**src/rtl/cam_sleep_seq.sv**
```systemverilog
// cam_sleep_seq: camera sensor sleep/wake power sequencer.
//
// Walks the sensor through an orderly shutdown (drain SCCB traffic, quiesce,
// hold reset, power down) and the reverse wake sequence (release power-down,
// wait, release reset, wait, re-enable SCCB init). A single 20-bit counter
// times every state; it clears on each state entry and saturates.
//
// Ports:
//   clk_i          system clock (24 MHz)
//   reset_i        synchronous active-high reset; forces SLEEP
//   sleep_req_i    level request, 1 = sensor asleep, 0 = awake
//   sccb_busy_i    SCCB master transaction in progress
//   cam_pwdn_o     sensor power-down, 1 = powered down
//   cam_rst_n_o    sensor reset, 0 = held in reset
//   initial_en_o   SCCB init/traffic permitted
//   asleep_o       1 only in SLEEP
//   busy_timeout_o one-cycle pulse when the SCCB drain wait gives up
module cam_sleep_seq #(
  parameter logic [19:0] T_QUIESCE  = 20'h00400,
  parameter logic [19:0] T_RST_HOLD = 20'h00800,
  parameter logic [19:0] T_PWDN_LOW = 20'h04000,
  parameter logic [19:0] T_INIT_DLY = 20'hfffff,
  parameter logic [19:0] T_BUSY_TO  = 20'h10000
) (
  input  logic clk_i,
  input  logic reset_i,
  input  logic sleep_req_i,
  input  logic sccb_busy_i,
  output logic cam_pwdn_o,
  output logic cam_rst_n_o,
  output logic initial_en_o,
  output logic asleep_o,
  output logic busy_timeout_o
);

  typedef enum logic [2:0] {
    S_ACTIVE,
    S_DRAIN,
    S_QUIESCE,
    S_RST_HOLD,
    S_SLEEP,
    S_PWDN_LOW,
    S_INIT_DLY
  } state_e;

  state_e      state_q, state_d;
  logic [19:0] cnt_q, cnt_d;
  logic        bto_d;

  // Next-state decision. Sleep requests are not looked at outside ACTIVE and
  // SLEEP, so a started sequence always runs to completion.
  always_comb begin
    state_d = state_q;
    bto_d   = 1'b0;
    case (state_q)
      S_ACTIVE:   if (sleep_req_i) state_d = S_DRAIN;
      S_DRAIN: begin
        if (!sccb_busy_i) begin
          state_d = S_QUIESCE;
        end else if (cnt_q == T_BUSY_TO) begin
          state_d = S_QUIESCE;
          bto_d   = 1'b1;
        end
      end
      S_QUIESCE:  if (cnt_q == T_QUIESCE)  state_d = S_RST_HOLD;
      S_RST_HOLD: if (cnt_q == T_RST_HOLD) state_d = S_SLEEP;
      S_SLEEP:    if (!sleep_req_i)        state_d = S_PWDN_LOW;
      S_PWDN_LOW: if (cnt_q == T_PWDN_LOW) state_d = S_INIT_DLY;
      S_INIT_DLY: if (cnt_q == T_INIT_DLY) state_d = S_ACTIVE;
      default:    state_d = S_SLEEP;
    endcase
  end

  // Counter: zero on entry and in the untimed states, otherwise saturating.
  always_comb begin
    cnt_d = cnt_q;
    if (state_d != state_q || state_q == S_ACTIVE || state_q == S_SLEEP)
      cnt_d = '0;
    else if (cnt_q != 20'hfffff)
      cnt_d = cnt_q + 20'd1;
  end

  // Outputs are decoded from the next state so they register on the same
  // edge as the state itself; cam_rst_n is low in every state where
  // cam_pwdn can be high, so the two never overlap.
  always_ff @(posedge clk_i) begin
    if (reset_i) begin
      state_q        <= S_SLEEP;
      cnt_q          <= '0;
      cam_pwdn_o     <= 1'b1;
      cam_rst_n_o    <= 1'b0;
      initial_en_o   <= 1'b0;
      asleep_o       <= 1'b1;
      busy_timeout_o <= 1'b0;
    end else begin
      state_q        <= state_d;
      cnt_q          <= cnt_d;
      cam_pwdn_o     <= (state_d == S_SLEEP);
      cam_rst_n_o    <= (state_d == S_ACTIVE)  || (state_d == S_DRAIN) ||
                        (state_d == S_QUIESCE) || (state_d == S_INIT_DLY);
      initial_en_o   <= (state_d == S_ACTIVE);
      asleep_o       <= (state_d == S_SLEEP);
      busy_timeout_o <= bto_d;
    end
  end

endmodule

```
**config.mk**
```make
export PLATFORM = sky130hd
export DESIGN_NAME = cam_sleep_seq
export DESIGN_NICKNAME = d
export VERILOG_FILES = /design/src/rtl/cam_sleep_seq.sv
export SDC_FILE = /design/constraint.sdc
export NUM_CORES = 1
export LEC_CHECK = 0
export ABC_AREA = 0
export ABC_CLOCK_PERIOD_IN_PS = 2400
export BUFFER_PORTS_ARGS = -buffer_cell sky130_fd_sc_hd__buf_2
export CAP_MARGIN = 20
export CORE_ASPECT_RATIO = 0.75
export CORE_MARGIN = 2
export CORE_UTILIZATION = 59
export CTS_CLUSTER_DIAMETER = 150
export CTS_CLUSTER_SIZE = 40
export DETAILED_ROUTE_END_ITERATION = 10
export PLACE_DENSITY = 0.78
export SKIP_CTS_REPAIR_TIMING = 1
export SLEW_MARGIN = 40
export SYNTH_ARGS = -nofsm -noshare
export SYNTH_HDL_FRONTEND = slang
export SYNTH_SLANG_ARGS = --single-unit
export TNS_END_PERCENT = 5
```
**constraint.sdc**
```tcl
create_clock -name clk_i -period 2.4 [get_ports clk_i]
set_input_delay 0.48 -clock clk_i [delete_from_list [all_inputs] [get_ports clk_i]]
set_output_delay 0.48 -clock clk_i [all_outputs]
set_load 0.05 [all_outputs]
```
== Word-level counts from Yosys, hierarchy flattened ==
Cells that the tools add are included.
Storage, ports and cells
  word-level logic and storage cells: 45
  input port bits: 4
  output and inout bits: 5
  register bits: 27
Cells by class
  add/sub/neg operators: 1
  eq/ne operators: 17
  bitwise gates (word level): 2
  reduce and logical (&&, ||, !) cells: 9
  muxes and demuxes: 10
Operators by type and width (count)
  3-bit two-way mux: 8
  3-bit case mux with 7 select lines: 1
  20-bit by 1-bit adder with 20-bit output, second input constant: 1
  20-bit by 11-bit == test with 1-bit output, second input constant: 1
  20-bit by 12-bit == test with 1-bit output, second input constant: 1
  20-bit by 15-bit == test with 1-bit output, second input constant: 1
  20-bit by 17-bit == test with 1-bit output, second input constant: 1
  20-bit == test, second input constant: 1
  20-bit inequality test, second input constant: 1
  3-bit == test, second input constant: 5
  3-bit by 2-bit == test with 1-bit output, second input constant: 3
  3-bit by 1-bit == test with 1-bit output, second input constant: 2
  3-bit zero test: 2
  1-bit logical OR: 5
  3-bit inequality test: 1
  3-bit OR reduction: 1
  1-bit inverter: 2
  2-bit OR reduction: 1
  1-bit two-way mux: 1

== Depth between registers and ports, before layout ==
  depth in word-level cells: 8
  depth in mapped cells: 9
  mapped depth without buffers: 8

== Worst setup path after synthesis ==
Ideal clock, no wire load.
  path kind: reg-to-reg
  start point: reg cnt_q[5]
  end point: reg cam_rst_n_o
  path buffers: 1
  path slack: 0.290 ns
  arrival time: 1.989 ns
  setup time: 0.121 ns
  stages on the path, launching flop included: 8
  data required time: 2.279 ns
  period minus slack after synthesis: 2.110 ns
  cells stage by stage: dfxtp_1 -> buf_6 -> or4_4 -> or2_4 -> nor3_2 -> o22ai_1 -> a21boi_2 -> mux2_4
On the way
  cells in the longest elaborated chain, start to end: 8
  elaborated cells between the ends (all ways): 19
  classes of those cells: eq/ne (8); mux (7); reduce/logical (4)
RTL lines
  start, declared: RTL line 47  | logic [19:0] cnt_q, cnt_d;
  start signal, assigned: RTL line 97  | cnt_q <= cnt_d;
  20-bit by 17-bit == test with 1-bit output: RTL line 60  | end else if (cnt_q == T_BUSY_TO) begin
  3-bit two-way mux: RTL line 60
  3-bit two-way mux: RTL line 58  | if (!sccb_busy_i) begin
  3-bit case mux with 7 select lines *: RTL line 55  | case (state_q)
  3-bit by 1-bit == test with 1-bit output / 3-bit zero test (equally long branches): RTL line 99  | cam_rst_n_o <= (state_d == S_ACTIVE) || (state_d == S_DRAIN) ||
  1-bit logical OR (2 in a row): RTL line 99
  1-bit logical OR *: RTL line 100  | (state_d == S_QUIESCE) || (state_d == S_INIT_DLY);
  end signal, assigned: RTL line 99
  end, declared: RTL line 30  | output logic cam_rst_n_o,
Mark *: on every way between the ends. The rest lies on a longest branch, timed or not.
A chain may end at the register's enable or synchronous reset.

== Worst setup path in the final report ==
Ends and elaborated chain as after synthesis.

==> impl_metrics.yaml <==
outcome:
  outcome: "completed"
run:
  drv_cap: 0
logic_synthesis:
  synthesis.instances: 178
  syn_area_per_cell_sq_um: 8.38
  synthFlopType: "sky130_fd_sc_hd__dfxtp_1"
  synth.distinct_cells: 46
  mappedNetlistArea_sq_um: 1490
  netlist.area_leader.share: 0.362
  yosys-top-cells-count: "sky130_fd_sc_hd__dfxtp_1 (27), sky130_fd_sc_hd__nor2_1 (23), sky130_fd_sc_hd__nand2_1 (14)"
  synth_enable_flop_cells: 0
  synth_warnings: 0
  post-synth-top-count-cell: "sky130_fd_sc_hd__dfxtp_1"
  dominant_cells_by_area_after_synthesis: "sky130_fd_sc_hd__dfxtp_1 (36%), sky130_fd_sc_hd__xnor2_1 (5.9%), sky130_fd_sc_hd__nor2_1 (5.8%), sky130_fd_sc_hd__nand2_1 (3.5%), sky130_fd_sc_hd__nand3_1 (3.4%)"
  syn-num-nets: 184
  fraction_of_the_yosys_area_taken_by_sequential_cells: 0.362
  yosys_register_bits: 27
  synth_top_area_cell: "sky130_fd_sc_hd__dfxtp_1"
  ys_async_sr_fraction: 0
global_routing:
  number_of_global_route_vias_before_repair: 1220
  globalRouteOverflowTotal: 0
  grt_start_max_net_pins: 15
  grt_usage: 0.262
  antenna_violations_before_repair: 0
  wire_length_of_the_first_global_routing_pass_um: 5630
power:
  post-layout-total-power_mw: 0.718
  worst_ir_drop_vdd_mv: 0.396
  power.static_leakage_nw: 0.581
  power-per-cell-area_nw_per_um2: 450
clock_tree:
  htreeDepth: 1
  cts_inserted_buffers: 3
  worst_skew_pair.late_latency_ns: 0.33
  clkSinkCount: 27
  clk_path_buf_depth: 2
  cts.clk_slew.worst_paths_ns: 0.15
  cts_root_buffer: "sky130_fd_sc_hd__clkbuf_4"
  tritoncts: "yes"
min_path:
  min-delay-start: "reset_i"
  hold_path_end: "state_q[0]"
  holdCritPathClass: "input port to register"
  worst_hold_path.num_cells: 2
layout:
  areaGrowthSynthToFinish_pct: 7.05
  drive_above_1_share: 0.144
  final.fill_count: 190
  finish.cell_count_without_fillers: 221
  finish.net_count: 194
  antennaDiodeCount: 0
routing:
  dr_total_vias: 1366
  postRouteWirelength_um: 3440
  drt.antenna.violating_nets: 0
  route.detailed.drc: 0
  post_drt_wl_per_cell_um: 15.6
  drt_pass1_iterations: 4
  post_drt_via_cell_ratio: 6.18
  detail_route.iter0.violations: 170
sta:
  timing.final.hold_violations: 0
  worst_pin_slew_ns: 0.660
  slew_violations: 0
  fin_worst_skew_ns: 0.0105
  timing.final.crit_share: 0.938
  grt_setup_unrepaired: "false"
  final.setup.tns_ns: 0
  fmax_mhz: 444
  finalSetupViolCount: 0
  final_period_minus_worst_setup_slack_ns: 2.25
  finalHoldWorstSlack_ns: 0.371
  maxSlewHeadroom: 0.557
worst_setup_path:
  worstSetupPathType: "register to register"
  cp-end-kind: "register"
  ff2ff_path_depth: 6
  cell_by_cell_trace_of_the_critical_path: "or4_4 -> or2_4 -> nor3_2 -> o22ai_1 -> a21boi_2 -> mux2_4"
  timing.rr.start: "cnt_q[5]"
  reg2reg_to: "cam_rst_n_o"
  reg2reg_setup_slack_ns: 0.15
  critical_path_arrival_ns: 2.50
  timing.critical_path.required_ns: 2.65
  crit_slowest_cell: "sky130_fd_sc_hd__or4_4"
  critPathBufInv: 0
  critical_path.max_fanout: 9
  timing.critical_path.from_type: "register"
  max_stage_delay_ns: 0.58
  critical-path-top-delay-family: "simple AND/OR/NAND/NOR gates"
floorplanning:
  die_h_um: 47.5
  floorplan.die.width_um: 62.1
  num_rows: 15
  floorplan.die_area_sq_um: 2950
  floorplan.core_area_sq_um: 2350
  initial_utilization: 0.636
  num_io_pins: 9
placed_design:
  place_inst: 217
  finalWeightedCongestion: 0.917
  detail_placement_hpwl_um: 2530
  numPortBuffers: 8
-- registers in the layout, summed over array words and instances (netlist names) --
signal          cells
cnt_q              20
state_q             3
asleep_o            1
busy_timeout_o      1
cam_rst_n_o         1
initial_en_o        1
-- cell usage in the layout (no fill, tap or decap), types with 2 or more instances in the layout --
cell                       synthesis  layout
sky130_fd_sc_hd__a21oi_1           8       8
sky130_fd_sc_hd__and2_1            3       3
sky130_fd_sc_hd__buf_4             3       6
sky130_fd_sc_hd__o21ai_0           3       3
sky130_fd_sc_hd__xnor2_1          10      10
sky130_fd_sc_hd__dfxtp_1          27      27
sky130_fd_sc_hd__nand4_1           6       6
sky130_fd_sc_hd__ha_1              2       2
sky130_fd_sc_hd__inv_1             5       5
sky130_fd_sc_hd__nor3_1            9       9
sky130_fd_sc_hd__a31oi_1           4       4
sky130_fd_sc_hd__a31o_1            2       2
sky130_fd_sc_hd__nand3_1          10      10
sky130_fd_sc_hd__clkbuf_4          0       3
sky130_fd_sc_hd__xor2_1            4       4
sky130_fd_sc_hd__buf_2             4       8
sky130_fd_sc_hd__nand2_1          14      14
sky130_fd_sc_hd__and3_1            6       6
sky130_fd_sc_hd__nor4_1            5       5
sky130_fd_sc_hd__nor2_1           23      23
sky130_fd_sc_hd__and4_1            4       4
-- metal layers --
| layer | share of wire | wire (um) | up-vias | track usage |
|---|---|---|---|---|
| li1 | - | - | 657 | - |
| met1 | 0.45 | 1540 | 627 | 0.350 |
| met2 | 0.45 | 1540 | 69 | 0.440 |
| met3 | 0.092 | 316 | 13 | 0.0622 |
| met4 | 0.015 | 51 | 0 | 0.0468 |
| met5 | 0 | 0 | - | 0 |
-- worst max path at each step --
stage | startpoint | endpoint | depth (start not counted)
after floorplan | cnt_q[5] | cam_rst_n_o | 7
after global placement | cnt_q[5] | cam_rst_n_o | 6
after detailed placement | cnt_q[0] | cam_rst_n_o | 8
after CTS | cnt_q[0] | cam_rst_n_o | 8
after global routing | cnt_q[0] | cam_rst_n_o | 8
final | cnt_q[5] | cam_rst_n_o | 6
-- power by group --
part	switching [mW]	internal, mW	total, mW	leakage, nW
logic	0.0351	0.0209	0.0561	0.347
clock network	0.137	0.0652	0.202	0.0150
registers	0.00669	0.453	0.460	0.218
total	0.179	0.539	0.718	0.581
-- area by class of cell --
cell class                 count  area [sq um]  share of cell area
multi-input combinational    136           880               0.551
clock buffer                   4          26.3              0.0165
tap                           34          42.5              0.0266
timing repair buffer          14          85.1              0.0533
inverter                       6          22.5              0.0141
sequential                    27           541               0.339
-- per-stage QoR --
stage               cell area, sq um   util  worst slack [ns]
floorplan                       1490      -             0.290
global placement                1560  0.666             0.267
detailed placement              1560  0.666             0.112
CTS                             1590  0.677            0.0704
global route                    1600  0.681           0.00946
finish                          1600  0.681             0.149
-- logic make-up (layout without fill, tap and decap cells) --
group,after synthesis,in the layout,share of synthesized area
buffers and inverters,15,24,0.0537
flip-flops,27,27,0.362
multiplexers,2,2,0.0168
AO/OA/AOI/OAI,26,26,0.122
adder cells (fa/ha/maj),2,2,0.0168
XOR/XNOR,14,14,0.0822
AND/OR/NAND/NOR,92,92,0.346
Note: power is estimated with default switching activity, not from simulation.
